**config.mk**
```make
export PLATFORM = sky130hd
export DESIGN_NAME = fma_issue
export DESIGN_NICKNAME = d
export VERILOG_FILES = /design/src/rtl/fma_issue_pkg.sv /design/src/rtl/fma_issue.sv
export SDC_FILE = /design/constraint.sdc
export NUM_CORES = 1
export LEC_CHECK = 0
export BUFFER_PORTS_ARGS = -buffer_cell sky130_fd_sc_hd__buf_2
export CAP_MARGIN = 20
export CORE_UTILIZATION = 45
export CTS_BUF_LIST = sky130_fd_sc_hd__clkbuf_16
export DETAILED_ROUTE_END_ITERATION = 7
export PLACE_DENSITY = 0.79
export RECOVER_POWER = 100
export SETUP_SLACK_MARGIN = 0.05
export SLEW_MARGIN = 20
export SYNTH_ARGS = -nofsm -noshare
export SYNTH_HDL_FRONTEND = slang
export SYNTH_SLANG_ARGS = --single-unit
```
**constraint.sdc**
```tcl
create_clock -name clk -period 3.9 [get_ports clk]
set_input_delay 0.78 -clock clk [delete_from_list [all_inputs] [get_ports clk]]
set_output_delay 0.78 -clock clk [all_outputs]
set_load 0.02 [all_outputs]
```
**src/rtl/fma_issue_pkg.sv**
```systemverilog
// Shared constants, state encoding and opcode decode for the FMA request sequencer.
package fma_issue_pkg;

  localparam logic [6:0] OP_FMADD  = 7'h43;
  localparam logic [6:0] OP_FMSUB  = 7'h47;
  localparam logic [6:0] OP_FNMSUB = 7'h4B;
  localparam logic [6:0] OP_FNMADD = 7'h4F;

  localparam logic [1:0] SEL_FMADD  = 2'b00;
  localparam logic [1:0] SEL_FMSUB  = 2'b01;
  localparam logic [1:0] SEL_FNMSUB = 2'b10;
  localparam logic [1:0] SEL_FNMADD = 2'b11;

  localparam logic [31:0] CANON_NAN = 32'h7FC0_0000;

  typedef enum logic [1:0] {
    IDLE  = 2'd0,
    ISSUE = 2'd1,
    RUN   = 2'd2,
    RESP  = 2'd3
  } state_t;

  typedef struct packed {
    logic       legal;
    logic [1:0] sel;
  } dec_t;

  function automatic dec_t decode_op(input logic [6:0] op);
    dec_t d;
    d.legal = 1'b1;
    d.sel   = SEL_FMADD;
    case (op)
      OP_FMADD:  d.sel = SEL_FMADD;
      OP_FMSUB:  d.sel = SEL_FMSUB;
      OP_FNMSUB: d.sel = SEL_FNMSUB;
      OP_FNMADD: d.sel = SEL_FNMADD;
      default: begin
        d.legal = 1'b0;
        d.sel   = SEL_FMADD;
      end
    endcase
    return d;
  endfunction

endpackage

```
**src/rtl/fma_issue.sv**
```systemverilog
// Sequences one R4-type FP request through the mul_adder core, with a RUN-cycle
// watchdog, and returns the result or an error over a valid/ready channel.
module fma_issue
  import fma_issue_pkg::*;
#(
  parameter int TIMEOUT = 512
) (
  input  logic        clk,
  input  logic        rst,
  input  logic        req_valid,
  output logic        req_ready,
  input  logic [6:0]  req_op,
  input  logic [31:0] req_rs1,
  input  logic [31:0] req_rs2,
  input  logic [31:0] req_rs3,
  input  logic [4:0]  req_rd,
  input  logic        flush,
  output logic        resp_valid,
  input  logic        resp_ready,
  output logic [31:0] resp_data,
  output logic [4:0]  resp_rd,
  output logic        resp_err,
  output logic        busy,
  output logic [31:0] fma_a,
  output logic [31:0] fma_b,
  output logic [31:0] fma_c,
  output logic [1:0]  fma_sel,
  output logic        fma_rst,
  input  logic [31:0] fma_z,
  input  logic        fma_z_stb
);

  localparam int CW = $clog2(TIMEOUT);
  localparam logic [CW-1:0] CNT_LAST = CW'(TIMEOUT - 1);

  state_t        state_r;
  state_t        state_next_s;
  logic [CW-1:0] cnt_r;
  dec_t          dec_s;
  logic          accept_s;
  logic          timeout_s;

  assign dec_s     = decode_op(req_op);
  assign accept_s  = req_ready & req_valid & ~flush;
  assign timeout_s = (cnt_r == CNT_LAST);

  // Next-state logic; flush overrides every other event.
  always_comb begin
    state_next_s = state_r;
    case (state_r)
      IDLE: begin
        if (accept_s) begin
          state_next_s = dec_s.legal ? ISSUE : RESP;
        end else begin
          state_next_s = IDLE;
        end
      end
      ISSUE: state_next_s = RUN;
      RUN: begin
        if (fma_z_stb || timeout_s) begin
          state_next_s = RESP;
        end else begin
          state_next_s = RUN;
        end
      end
      RESP: begin
        if (resp_ready) begin
          state_next_s = IDLE;
        end else begin
          state_next_s = RESP;
        end
      end
      default: state_next_s = IDLE;
    endcase
    if (flush) begin
      state_next_s = IDLE;
    end else begin
      state_next_s = state_next_s;
    end
  end

  // State, registered handshake/control outputs, operand latch and watchdog.
  always_ff @(posedge clk) begin
    if (rst) begin
      state_r    <= IDLE;
      req_ready  <= 1'b0;
      busy       <= 1'b0;
      resp_valid <= 1'b0;
      fma_rst    <= 1'b1;
      fma_a      <= 32'h0000_0000;
      fma_b      <= 32'h0000_0000;
      fma_c      <= 32'h0000_0000;
      fma_sel    <= 2'b00;
      resp_data  <= 32'h0000_0000;
      resp_rd    <= 5'd0;
      resp_err   <= 1'b0;
      cnt_r      <= '0;
    end else begin
      state_r    <= state_next_s;
      req_ready  <= (state_next_s == IDLE);
      busy       <= (state_next_s != IDLE);
      resp_valid <= (state_next_s == RESP);
      fma_rst    <= (state_next_s != RUN);

      if (accept_s) begin
        fma_a   <= req_rs1;
        fma_b   <= req_rs2;
        fma_c   <= req_rs3;
        fma_sel <= dec_s.sel;
        resp_rd <= req_rd;
        if (!dec_s.legal) begin
          resp_data <= CANON_NAN;
          resp_err  <= 1'b1;
        end
      end

      if (state_r == ISSUE) begin
        cnt_r <= '0;
      end else if (state_r == RUN) begin
        cnt_r <= cnt_r + CW'(1);
      end

      // Strobes only count in RUN; a strobe in the last watchdog cycle wins.
      if (state_r == RUN && !flush) begin
        if (fma_z_stb) begin
          resp_data <= fma_z;
          resp_err  <= 1'b0;
        end else if (timeout_s) begin
          resp_data <= CANON_NAN;
          resp_err  <= 1'b1;
        end
      end
    end
  end

endmodule

```
==> results.json, run 1 <==
{
  "outcome": "finished clean",
  "timing.fmax_mhz": 360,
  "synth.cell_area_um2": 5570,
  "p_leak_uw": 0.00281,
  "initial_core_util_pct": 46.4,
  "grt_pass1_wl_um": 23200,
  "die_x_um": 113,
  "critPathMaxFanout": 72,
  "yosysUniqueCellTypes": 42,
  "startpoint": "flush",
  "cts_tree": "built",
  "cts_resized": 0,
  "post_cts_buffers": 0,
  "p_total_uw": 3450,
  "gr-usage-all-layers_pct": 22.8,
  "die_area_um2": 12800,
  "hold_violations": 0,
  "rsz0062_at_grt": "false",
  "r2r_slack_ns": 1.33,
  "slew_headroom_pct": 14.6,
  "slew_viol_final": 0,
  "cap_violations": 0,
  "rows": 40,
  "power_density_nw_per_um2": 469,
  "synthToLayoutAreaGrowth_pct": 31.9,
  "nets": 1060,
  "clockRootBuffer": "clkbuf_16",
  "gp_congestion": 0.743,
  "grt_max_degree": 97,
  "clk_pin_slew_ns": 0.06,
  "period_share_pct": 71.3,
  "rr_endpoint": "fma_sel[1]$_SDFFE_PP0N_",
  "wl_per_cell_um": 13.9,
  "coreArea_um2": 12000,
  "async_flop_share_pct": 0,
  "critPathCaptureType": "flip-flop",
  "synth-seq-area-share_pct": 54.3,
  "synth_nets": 798,
  "regToRegStartpoint": "req_ready$_SDFF_PP0_",
  "synth-edff-count": 0,
  "cp_slowest_cell": "and3b_1",
  "vias": 5393,
  "required_ns": 4.24,
  "cts_hold_buf": 0,
  "ant_nets": 0,
  "min_from": "fma_a[16]$_SDFFE_PP0N_",
  "drive_gt1_share_pct": 19.6,
  "overflow": 0,
  "holdPathStages": 2,
  "netlist_top_cells_count": "nand2_1 (208), dfxtp_1 (151), a21oi_1 (110), nor2b_1 (24), a32o_1 (23)",
  "clock-sinks": 151,
  "htreeDepth": 4,
  "hold_class": "reg -> reg",
  "crit_type": "in -> reg",
  "worstPathArrival_ns": 3.12,
  "ys_dominant_reg_cell": "dfxtp_1",
  "ys.warnings.count": 0,
  "post_synth.cell_area_avg_um2": 8.57,
  "worstSetupStartpointType": "input port",
  "synth.most_common_cell": "nand2_1",
  "first_iter_violations": 387,
  "worst_pin_slew_ns": 1.28,
  "layout_min_cycle_time_ns": 2.78,
  "antenna_found_initial": 2,
  "synth_area_leaders": "dfxtp_1 (54%), nand2_1 (14%), a21oi_1 (9.9%)",
  "clock_skew_ns": 0.00945,
  "hpwl_um": 10200,
  "portBuffers": 285,
  "wl_um": 14900,
  "setup_viol": 0,
  "cts_max_path_buffers": 2,
  "ys_ff_latch": 151,
  "syn_inst": 650,
  "route.detailed.drc": 0,
  "pin_count": 286,
  "yosysTopAreaCellShare_pct": 54.3,
  "die_y_um": 113,
  "crit_chain": "clkbuf_1, and3b_1, buf_4, nand4_1, a21oi_1",
  "clock_latency_ns": 0.42,
  "grt_pass1_vias": 4913,
  "dr.pass1.iters": 4,
  "vdd_drop_max_mv": 0.226,
  "viasPerCell": 5.03,
  "max_stage_delay_ns": 1.10,
  "numCtsBuffers": 17,
  "hold_end": "fma_a[16]$_SDFFE_PP0N_",
  "synth_top_area_cell": "dfxtp_1",
  "fin_tns_setup_ns": 0,
  "worstRegToRegCells": 4
}
sequential cells by signal, summed over array words and instances (netlist names):
name and cells:
fma_a 32, fma_rst 1, resp_rd 5, state_r 2, fma_c 32, fma_b 32
resp_valid 1, resp_data 32, busy 1, resp_err 1, cnt_r 9, fma_sel 2
req_ready 1
cells in the final DEF, fill, tap and decap left out, types with 9 or more instances in the layout:
master,instances
clkbuf_16,17
a32o_1,23
clkbuf_1,142
inv_1,15
a21oi_1,110
dfxtp_1,151
nand2_1,208
a311oi_1,9
nor2_1,16
buf_2,143
nor2b_1,24
worst max-delay path, delay by kind of cell:
kind                   cells  cell delay, ns
AO/OA/AOI/OAI              1            0.18
buffers and inverters      2            0.87
AND/OR/NAND/NOR            2            1.26
layer usage:
layer  wire length, um  GRT usage, %  vias to the layer above  share of wire [%]
li1                  -             -                     2705                  -
met1              6220          26.7                     2450                 42
met2              7100          37.5                      203                 48
met3              1150          7.50                       35                7.7
met4               418          11.5                        0                2.8
met5                 0             0                        -                  0
metrics by stage:
| stage | cell area, um2 | hold WS (ns) | setup WS (ns) | util [%] | std cells |
|---|---|---|---|---|---|
| after CTS | 7560 | 0.451 | 1.72 | 62.9 | 1072 |
| after global placement | 6990 | 0.438 | 1.30 | 58.2 | 1040 |
| final | 7340 | 0.451 | 1.12 | 61.1 | 1073 |
| after floorplan | 5570 | 0.454 | 2.14 | - | 650 |
| after global routing | 7340 | 0.467 | 0.901 | 61.1 | 1073 |
| after detailed placement | 6990 | 0.443 | 1.27 | 58.2 | 1040 |
worst max-delay path by stage:
stage / end / slack, ns / cells after the start
detailed placement: fma_sel[1]$_SDFFE_PP0N_ / 1.27 / 5
finish: fma_sel[1]$_SDFFE_PP0N_ / 1.12 / 5
global placement: fma_sel[1]$_SDFFE_PP0N_ / 1.30 / 5
CTS: fma_sel[1]$_SDFFE_PP0N_ / 1.72 / 5
global route: fma_sel[1]$_SDFFE_PP0N_ / 0.90 / 5
floorplan: fma_a[0]$_SDFFE_PP0N_ / 2.14 / 5
power breakdown:
part | switching, uW | total [uW] | leakage, uW | internal [uW]
Clock | 619 | 1550 | 0.000272 | 929
Sequential | 23.2 | 1610 | 0.00122 | 1590
Combinational | 182 | 288 | 0.00131 | 106
Total | 825 | 3450 | 0.00281 | 2620
kinds of logic (layout without fill, tap and decap cells):
| kind of cell | after synthesis | in the layout | synth area share [%] |
|---|---|---|---|
| buf+inv | 64 | 339 | 5.69 |
| mux | 1 | 1 | 0.180 |
| simple gates | 271 | 271 | 20.7 |
| xor+xnor | 2 | 2 | 0.315 |
| fa+ha+maj | 2 | 2 | 0.449 |
| compound gates | 159 | 159 | 18.4 |
| flops | 151 | 151 | 54.3 |
| other cells | 0 | 1 | 0 |
layout make-up:
cell class              count  area, um2
well taps                 147        184
inverters                  14       52.6
repair buffers            293       1320
multi-input cells         435       2200
diodes                      1       2.50
clock buffers              17        425
flip-flops and latches    151       3020
fillers                  1143       4670
clock inverters            15        139
Note: power is estimated with default switching activity, not from simulation.
==> run 2: changes to the inputs <==
--- a/config.mk
+++ b/config.mk
@@ -5,6 +5,7 @@
 export SDC_FILE = /design/constraint.sdc
 export NUM_CORES = 1
 export LEC_CHECK = 0
+export ABC_AREA = 1
 export BUFFER_PORTS_ARGS = -buffer_cell sky130_fd_sc_hd__buf_2
 export CAP_MARGIN = 20
 export CORE_UTILIZATION = 45
==> constraint.sdc (replaced) <==
create_clock -name clk -period 2.6 [get_ports clk]
set_input_delay 0.52 -clock clk [delete_from_list [all_inputs] [get_ports clk]]
set_output_delay 0.52 -clock clk [all_outputs]
set_load 0.02 [all_outputs]
==> results.json, run 2 <==
{
  "synthXorXnorAreaFrac_pct": 0.158,
  "synth-seq-area-share_pct": 54.4,
  "synthToLayoutAreaGrowth_pct": 32.1,
  "cts_tree": "built",
  "numCtsBuffers": 17,
  "post_cts_buffers": 0,
  "slew_viol_final": 0,
  "wl_um": 15300,
  "portBuffers": 285,
  "synth-edff-count": 0,
  "die_area_um2": 12800,
  "coreArea_um2": 12000,
  "grt_max_degree": 99,
  "required_ns": 2.89,
  "dpl_cell_area_um2": 6990,
  "hold_class": "in -> reg",
  "grt_pass1_vias": 5410,
  "first_iter_violations": 351,
  "synth_compound_area_share_pct": 13.1,
  "outcome": "finished clean",
  "worstPathArrival_ns": 2.30,
  "cts_hold_buf": 0,
  "grt_pass1_wl_um": 24600,
  "crit_type": "reg -> reg",
  "drive_gt1_share_pct": 18.7,
  "initial_core_util_pct": 46.2,
  "vdd_drop_max_mv": 0.471,
  "synth_area_leaders": "dfxtp_1 (54%), nor2_1 (14%), o21ai_0 (9.6%)",
  "final_cells": 1133,
  "netlist_top_cells_count": "nor2_1 (213), dfxtp_1 (151), o21ai_0 (106), nand2_1 (51), nand3_1 (41)",
  "nets": 1121,
  "syn_inst": 707,
  "ys_ff_latch": 151,
  "p_leak_uw": 0.00336,
  "slew_headroom_pct": 29.6,
  "synth-simple-area-share_pct": 25.3,
  "ys.warnings.count": 0,
  "clock_skew_ns": 0.00589,
  "antennaDiodeCount": 0,
  "post_synth.cell_area_avg_um2": 7.85,
  "stdcell_area_um2": 7340,
  "synth_top_family_by_area": "simple AND/OR/NAND/NOR gates",
  "wl_per_cell_um": 13.5,
  "rows": 40,
  "gp_congestion": 0.814,
  "synth.most_common_cell": "nor2_1",
  "yosysTopAreaCellShare_pct": 54.4,
  "period_share_pct": 77.1,
  "overflow": 0,
  "viasPerCell": 4.94,
  "clockRootBuffer": "clkbuf_16",
  "final_common_cell": "nor2_1",
  "synthAdderAreaFrac_pct": 0.451,
  "dr.pass1.iters": 5,
  "antenna_found_initial": 0,
  "cap_violations": 0,
  "die_x_um": 113,
  "fin_tns_setup_ns": 0,
  "htreeDepth": 4,
  "synth_nets": 855,
  "layout_min_cycle_time_ns": 2.01,
  "worstSetupStartpointType": "flip-flop",
  "clk_pin_slew_ns": 0.06,
  "power_density_nw_per_um2": 724,
  "yosysUniqueCellTypes": 24,
  "clock-sinks": 151,
  "worst_pin_slew_ns": 1.06,
  "place_inst": 1101,
  "die_y_um": 113,
  "timing.fmax_mhz": 499,
  "route.detailed.drc": 0,
  "gr-usage-all-layers_pct": 24.0,
  "synth.cell_area_um2": 5550,
  "vias": 5592,
  "pin_count": 286,
  "synth_mux_area_share_pct": 0,
  "cts_max_path_buffers": 2,
  "hpwl_um": 10500,
  "critPathCaptureType": "flip-flop",
  "critPathMaxFanout": 52,
  "p_total_uw": 5310,
  "cts_resized": 0,
  "clock_latency_ns": 0.41,
  "ant_nets": 0,
  "setup_viol": 0,
  "rsz0062_at_grt": "false",
  "ys_dominant_reg_cell": "dfxtp_1",
  "async_flop_share_pct": 0,
  "synth_top_area_cell": "dfxtp_1",
  "hold_violations": 0,
  "most-common-layout-cells": "nor2_1 (215), dfxtp_1 (151), buf_2 (145), clkbuf_1 (141), o21ai_0 (106)"
}
[run 2: cell types whose count changed after synthesis, moves of 7 or more]
| cell | before | now |
|---|---|---|
| buf_4 | 12 | 4 |
| nor2b_1 | 24 | 0 |
| or2_0 | 0 | 7 |
| nand3_1 | 1 | 41 |
| o21ai_0 | 4 | 106 |
| a21oi_1 | 110 | 34 |
| nand2_1 | 208 | 51 |
| nand3b_1 | 2 | 10 |
| a32o_1 | 23 | 0 |
| inv_1 | 14 | 26 |
| nor2_1 | 16 | 213 |
[run 2: worst max-delay path, cell delays in order (launching register included)]
cell,delay (ns)
dfxtp_1,0.32
nand2_1,0.09
nor2_1,0.31
clkinv_2,0.10
clkbuf_2,0.58
nor2_1,0.37
nor2_1,0.09
[run 2: cell type report]
cell class                      count  area (um2)
Inverter                           31         118
Multi-Input combinational cell    479        2150
Tap cell                          147         184
Timing Repair Buffer              293        1320
Clock buffer                       17         425
Sequential cell                   151        3020
Clock inverter                     15         124
Fill cell                        1201        4680
[run 2: cells by family after synthesis]
logic type	Yosys count
fa+ha+maj	2
xor+xnor	1
buf+inv	77
compound gates	142
flops	151
simple gates	334
[run 2: path summary, 6_finish.rpt]
kind | from | end | slack, ns | depth (start not counted)
max | req_ready$_SDFF_PP0_ | fma_c[20]$_SDFFE_PP0N_ | 0.59 | 6
min | req_rs2[9] | fma_b[9]$_SDFFE_PP0N_ | 0.33 | 3
max reg2reg | req_ready$_SDFF_PP0_ | fma_c[20]$_SDFFE_PP0N_ | 0.59 | 6
min reg2reg | cnt_r[7]$_SDFFE_PP0P_ | cnt_r[7]$_SDFFE_PP0P_ | 0.46 | 2
[run 2: report_power, final]
group          internal (uW)  total [uW]  switching [uW]
clock                   1380        2280             900
sequential              2420        2470            51.7
combinational            187         554             367
total                   3990        5310            1320
[run 2: metrics by stage]
stage / hold WS [ns] / util (%) / setup slack [ns]
after floorplan: 0.439 / - / 0.923
after global placement: 0.451 / 58.2 / 0.803
after detailed placement: 0.451 / 58.2 / 0.746
after CTS: 0.314 / 62.7 / 0.729
after global routing: 0.323 / 61.1 / 0.397
final: 0.326 / 61.1 / 0.594
[run 2: metal layers]
metal / track usage (%) / vias to the layer above / routed length [um]
met5: 0 / - / 0
met4: 12.5 / 0 / 506
met3: 6.59 / 43 / 987
met2: 40.1 / 206 / 7400
met1: 28.3 / 2538 / 6410
li1: - / 2805 / -
